### src/rtl/branch_resolver.sv
// Branch resolver: captures one branch request, evaluates its condition and target,
// then holds a squash window after taken branches. Optional BR_MISALIGN_CHECK_EN.
module branch_resolver #(
  parameter int W            = 32,
  parameter int FLUSH_CYCLES = 2
) (
  input  logic         clk,
  input  logic         rst_n,
  input  logic         br_valid,
  output logic         br_ready,
  input  logic [2:0]   br_funct,
  input  logic [W-1:0] rs1_val,
  input  logic [W-1:0] rs2_val,
  input  logic [W-1:0] br_pc,
  input  logic [W-1:0] br_imm,
  output logic         resolved_valid,
  output logic         take,
  output logic [W-1:0] target,
  output logic         flush,
  output logic         misalign,
  output logic [1:0]   state_dbg
);

  // Handshake: a request transfers on a rising edge where br_valid && br_ready.
  // br_ready is high only in IDLE; a requester must hold br_valid until then.
  typedef enum logic [1:0] {IDLE = 2'd0, RESOLVE = 2'd1, FLUSH = 2'd2} state_t;

  localparam logic [3:0] FLUSH_LOAD = 4'(FLUSH_CYCLES);

  state_t       state, state_next;
  logic [3:0]   flush_cnt, flush_cnt_next;
  logic [2:0]   funct_q;
  logic [W-1:0] rs1_q, rs2_q, pc_q, imm_q;
  logic         cond;
  logic         misalign_calc;
  logic         take_eff;
  logic [W-1:0] target_calc;

  always_comb begin
    cond = 1'b0;
    case (funct_q)
      3'b000:  cond = (rs1_q == rs2_q);
      3'b001:  cond = (rs1_q != rs2_q);
      3'b010:  cond = 1'b1;
      3'b011:  cond = 1'b0;
      3'b100:  cond = ($signed(rs1_q) <  $signed(rs2_q));
      3'b101:  cond = ($signed(rs1_q) >= $signed(rs2_q));
      3'b110:  cond = (rs1_q <  rs2_q);
      default: cond = (rs1_q >= rs2_q);
    endcase
  end

  assign target_calc = pc_q + imm_q;

`ifdef BR_MISALIGN_CHECK_EN
  assign misalign_calc = cond && (target_calc[1:0] != 2'b00);
`else
  assign misalign_calc = 1'b0;
`endif

  // A misaligned target suppresses the redirect and the flush window.
  assign take_eff = cond && !misalign_calc;

  always_comb begin
    state_next     = state;
    flush_cnt_next = flush_cnt;
    case (state)
      IDLE: begin
        if (br_valid) state_next = RESOLVE;
      end
      RESOLVE: begin
        if (take_eff && (FLUSH_LOAD != 4'd0)) begin
          state_next     = FLUSH;
          flush_cnt_next = FLUSH_LOAD;
        end else begin
          state_next = IDLE;
        end
      end
      FLUSH: begin
        if (flush_cnt <= 4'd1) begin
          state_next     = IDLE;
          flush_cnt_next = 4'd0;
        end else begin
          flush_cnt_next = flush_cnt - 4'd1;
        end
      end
      default: begin
        state_next     = IDLE;
        flush_cnt_next = 4'd0;
      end
    endcase
  end

  always_ff @(posedge clk or negedge rst_n) begin
    if (!rst_n) begin
      state          <= IDLE;
      flush_cnt      <= 4'd0;
      funct_q        <= 3'd0;
      rs1_q          <= '0;
      rs2_q          <= '0;
      pc_q           <= '0;
      imm_q          <= '0;
      resolved_valid <= 1'b0;
      take           <= 1'b0;
      target         <= '0;
    end else begin
      state          <= state_next;
      flush_cnt      <= flush_cnt_next;
      resolved_valid <= (state == RESOLVE);
      take           <= (state == RESOLVE) && take_eff;
      if (state == IDLE && br_valid) begin
        funct_q <= br_funct;
        rs1_q   <= rs1_val;
        rs2_q   <= rs2_val;
        pc_q    <= br_pc;
        imm_q   <= br_imm;
      end
      if (state == RESOLVE) target <= target_calc;
    end
  end

`ifdef BR_MISALIGN_CHECK_EN
  always_ff @(posedge clk or negedge rst_n) begin
    if (!rst_n) misalign <= 1'b0;
    else        misalign <= (state == RESOLVE) && misalign_calc;
  end
`else
  assign misalign = 1'b0;
`endif

  assign br_ready  = (state == IDLE);
  assign flush     = (state == FLUSH);
  assign state_dbg = state;

endmodule

### config.mk
export PLATFORM = sky130hd
export DESIGN_NAME = branch_resolver
export DESIGN_NICKNAME = d
export VERILOG_FILES = /design/src/rtl/branch_resolver.sv
export SDC_FILE = /design/constraint.sdc
export NUM_CORES = 1
export LEC_CHECK = 0
export BUFFER_PORTS_ARGS = -buffer_cell sky130_fd_sc_hd__buf_2
export CAP_MARGIN = 20
export CORE_MARGIN = 3
export CORE_UTILIZATION = 56
export CTS_CLUSTER_SIZE = 30
export DETAILED_ROUTE_END_ITERATION = 10
export HOLD_SLACK_MARGIN = 0.06
export PLACE_DENSITY = 0.81
export SLEW_MARGIN = 25
export SYNTH_ARGS = -nofsm -noshare
export SYNTH_HDL_FRONTEND = slang
export SYNTH_SLANG_ARGS = --single-unit
### constraint.sdc
create_clock -name clk -period 4.4 [get_ports clk]
set_clock_uncertainty 0.05 [all_clocks]
set_input_delay 0.44 -clock clk [delete_from_list [all_inputs] [get_ports clk]]
set_output_delay 0.44 -clock clk [all_outputs]
set_load 0.005 [all_outputs]
==> results.md <==
| Item | Reported |
|---|---|
| Number of max-cap violations | 0 |
| GR Layer Usage met1 | 0.281 |
| Clock tree root buffer cell | sky130_fd_sc_hd__clkbuf_16 |
| Via count normalized by instance count | 5.58 |
| First-pass GRT wire length | 31800 um |
| Met2 track utilization from global routing | 0.365 |
| Max-slew headroom at the worst pin | 0.419 |
| Leading cell types by total area after synthesis | sky130_fd_sc_hd__dfrtp_1 (48%), sky130_fd_sc_hd__mux2_2 (19%), sky130_fd_sc_hd__ha_1 (9.5%) |
| Synthesized area | 8990 sq um |
| Count of input and output buffers | 171 |
| Power share of the clock group | 0.156 |
| Top cell type by total area after synthesis | sky130_fd_sc_hd__dfrtp_1 |
| Max-slew violation count | 0 |
| Worst min path class | in -> async |
| Outcome | finished, final reports clean |
| Crit end category | register |
| Effective utilization at floorplan | 0.581 |
| Pwr Density | 863 nW/um^2 |
| Sw power | 3.55 mW |
| Worst IR Drop VDD | 411 uV |
| Actual slew at the worst max-slew pin | 0.871 ns |
| Setup CP Type | reg -> reg |
| Clock edge transition at the registers on the reported setup and hold paths | 0.07 ns |
| Count of vias placed by the detailed router | 6409 |
| Flop pwr share | 0.311 |
| Most common flop cell mapped by yosys | sky130_fd_sc_hd__dfrtp_1 |
| Vertical die dimension | 133 um |
| Die Outline Area | 17600 sq um |
| Syn_nets | 958 |
| Latest clock arrival within the worst-skew pair | 0.43 ns |
| CP Launch Type | register |
| TritonCTS clock tree | done |
| GRT Total Usage | 0.223 |
| Synthesis-stage register bit count | 171 |
| Final clock period utilization by the worst path | 0.794 |
| Initial DRC Count | 406 |
| Number of global-route vias before repair | 6637 |
| Number of warnings issued by yosys | 0 |
| Highest clock rate | 286 MHz |
| Grt total ovfl | 0 |
| Initial antenna violation count | 6 |
| # fillers | 1151 |
| Count of unique library cells instantiated by Yosys | 64 |
| Post-route minimum period | 3.49 ns |
| Placeable Area | 15500 sq um |
| Routability Congestion | 0.861 |
| Antenna-violating nets left | 0 |
| Fraction of synthesis flops using an asynchronous set or reset pin | 1.00 |
| Largest net degree at the start of global routing | 98 |
| Net count of the finished layout | 1126 |
| Setup violations, final | 0 |
| Top cell types by occurrence after synthesis | sky130_fd_sc_hd__dfrtp_1 (171), sky130_fd_sc_hd__mux2_2 (152), sky130_fd_sc_hd__ha_1 (68) |
| Fraction of layout cells with a size suffix above 1 | 0.400 |
| Final hold viol count | 0 |
| Part of the power in combinational logic | 0.532 |
| Final WL | 18900 um |
| # clock sinks | 171 |
| Largest fanout of any net on the critical path | 3 |
| Ports placed on the boundary | 173 |
| Sequential area share after synthesis | 0.476 |
| Total negative slack | 0 ns |
| Most common cell in the netlist | sky130_fd_sc_hd__dfrtp_1 |
| Hold bufs inserted after CTS | 0 |
| Signal arrival time at the worst endpoint | 3.76 ns |
| Critical path data required time | 4.67 ns |
| Setup fix buffers added after clock tree synthesis | 0 |
| Quantity of gates resized following cts | 0 |
| Horizontal extent of the die | 133 um |
| Cts bufs inserted | 17 |
| Most congested layer reported by global routing | met2 |
| Estimated wirelength of the detail-placed design | 13800 um |
| Standard-cell rows | 45 |
| Unrepaired setup endpoints after global routing | false |
| Sw Ratio | 0.387 |
| Lkg Pwr | 5.09 nW |
| Number of levels in the clock H-tree | 4 |
| Clock Path Buffers | 2 |
| Router iterations before antenna repair | 4 |
| Tightest hold margin | 0.0360 ns |
| Synthesis-to-finish area growth | 17.9% |
| Yosys top cell area share | 0.476 |
| Synthesized instance count | 755 |
| DRC violations left | 0 |
| Internal | 5.61 mW |
| Number of synthesized flops with an enable pin | 0 |
| Average detailed-routed wire length per instance | 16.5 um |
| Mean post-synth cell area | 11.9 sq um |
| Met3 Use GR | 0.0696 |
==> stage by stage <==
step / util / std cells / instance area (sq um) / power [mW] / worst slack, ns
after global placement: 0.648 / 1115 / 10000 / 7.51 / 1.02
after floorplan: - / 755 / 8990 / 6.53 / 1.21
after detailed placement: 0.648 / 1115 / 10000 / 7.67 / 0.993
after CTS: 0.685 / 1147 / 10600 / 9.20 / 0.908
after global routing: 0.685 / 1149 / 10600 / 9.95 / 0.668
final: 0.685 / 1149 / 10600 / 9.15 / 0.905
==> sequential cells by signal, indices dropped and copies added (netlist names) <==
signal and flops:
imm_q 32, pc_q 32, rs1_q 32, rs2_q 32, target 32, flush_cnt 4
funct_q 3, state_dbg 2, resolved_valid 1, take 1
==> placed cells by master, fill, tap and decap left out, drive strengths merged, types with 11 or more instances in the layout <==
| cell | count |
|---|---|
| mux2 | 153 |
| o21ai | 22 |
| a21o | 20 |
| nand3 | 12 |
| inv | 54 |
| a21oi | 43 |
| dfrtp | 171 |
| ha | 68 |
| buf | 175 |
| nand2 | 29 |
| nor2 | 21 |
| clkbuf | 18 |
| nand4 | 11 |
| xnor2 | 17 |
==> cells by family after synthesis <==
group                      share of synthesized area
AOI/OAI and AO/OA                              0.107
DFF                                            0.476
and+or+nand+nor                               0.0689
muxes                                          0.194
other                                       0.000417
buffers and inverters                         0.0366
adders and majority gates                     0.0968
xor gates and xnor gates                      0.0204
==> layer usage <==
layer  routed length, um  vias to the layer above
met1                8170                     3118
met2                9070                      183
met5                  46                        -
li1                    -                     3063
met4                 341                        8
met3                1300                       37
==> final cells by class <==
class / count / area [sq um] / area share
Inverter: 53 / 199 / 0.0188
Timing Repair Buffer: 175 / 905 / 0.0853
Clock inverter: 14 / 121 / 0.0114
Clock buffer: 18 / 439 / 0.0414
Multi-Input combinational cell: 505 / 4390 / 0.414
Antenna cell: 2 / 5.00 / 0.000472
Tap cell: 211 / 264 / 0.0249
Sequential cell: 171 / 4280 / 0.403
==> critical path, cell delays in order, from the launching register on <==
cell                       delay (ns)
sky130_fd_sc_hd__dfrtp_1         0.38
sky130_fd_sc_hd__ha_1            0.31
sky130_fd_sc_hd__a21o_1          0.18
sky130_fd_sc_hd__a21o_1          0.18
sky130_fd_sc_hd__a221o_1         0.35
sky130_fd_sc_hd__a2111o_1        0.47
sky130_fd_sc_hd__o41ai_1         0.53
sky130_fd_sc_hd__a21oi_1         0.18
sky130_fd_sc_hd__a22oi_1         0.25
sky130_fd_sc_hd__and2_4          0.21
sky130_fd_sc_hd__mux2_4          0.29
==> power groups by stage <==
| stage | registers [mW] | clock network, mW | logic [mW] |
|---|---|---|---|
| global placement | 2.83 | 0 | 4.69 |
| floorplan | 2.74 | 0 | 3.79 |
| CTS | 2.85 | 1.46 | 4.89 |
| finish | 2.85 | 1.43 | 4.87 |
| detailed placement | 2.87 | 0 | 4.80 |
| global route | 2.95 | 1.53 | 5.47 |
==> worst paths after layout <==
check                            start      endpoint  slack, ns  depth (start not counted)
hold reg to reg             target[14]    target[14]       0.44                          2
setup / recovery             rs1_q[21]  flush_cnt[0]       0.91                         10
setup reg to reg             rs1_q[21]  flush_cnt[0]       0.91                         10
max in group asynchronous        rst_n     target[6]       3.17                          2
min in group clk           rs1_val[27]     rs1_q[27]       0.18                          2
hold / removal                   rst_n      pc_q[14]       0.04                          1
No activity file was read; power rests on OpenSTA's default activity.
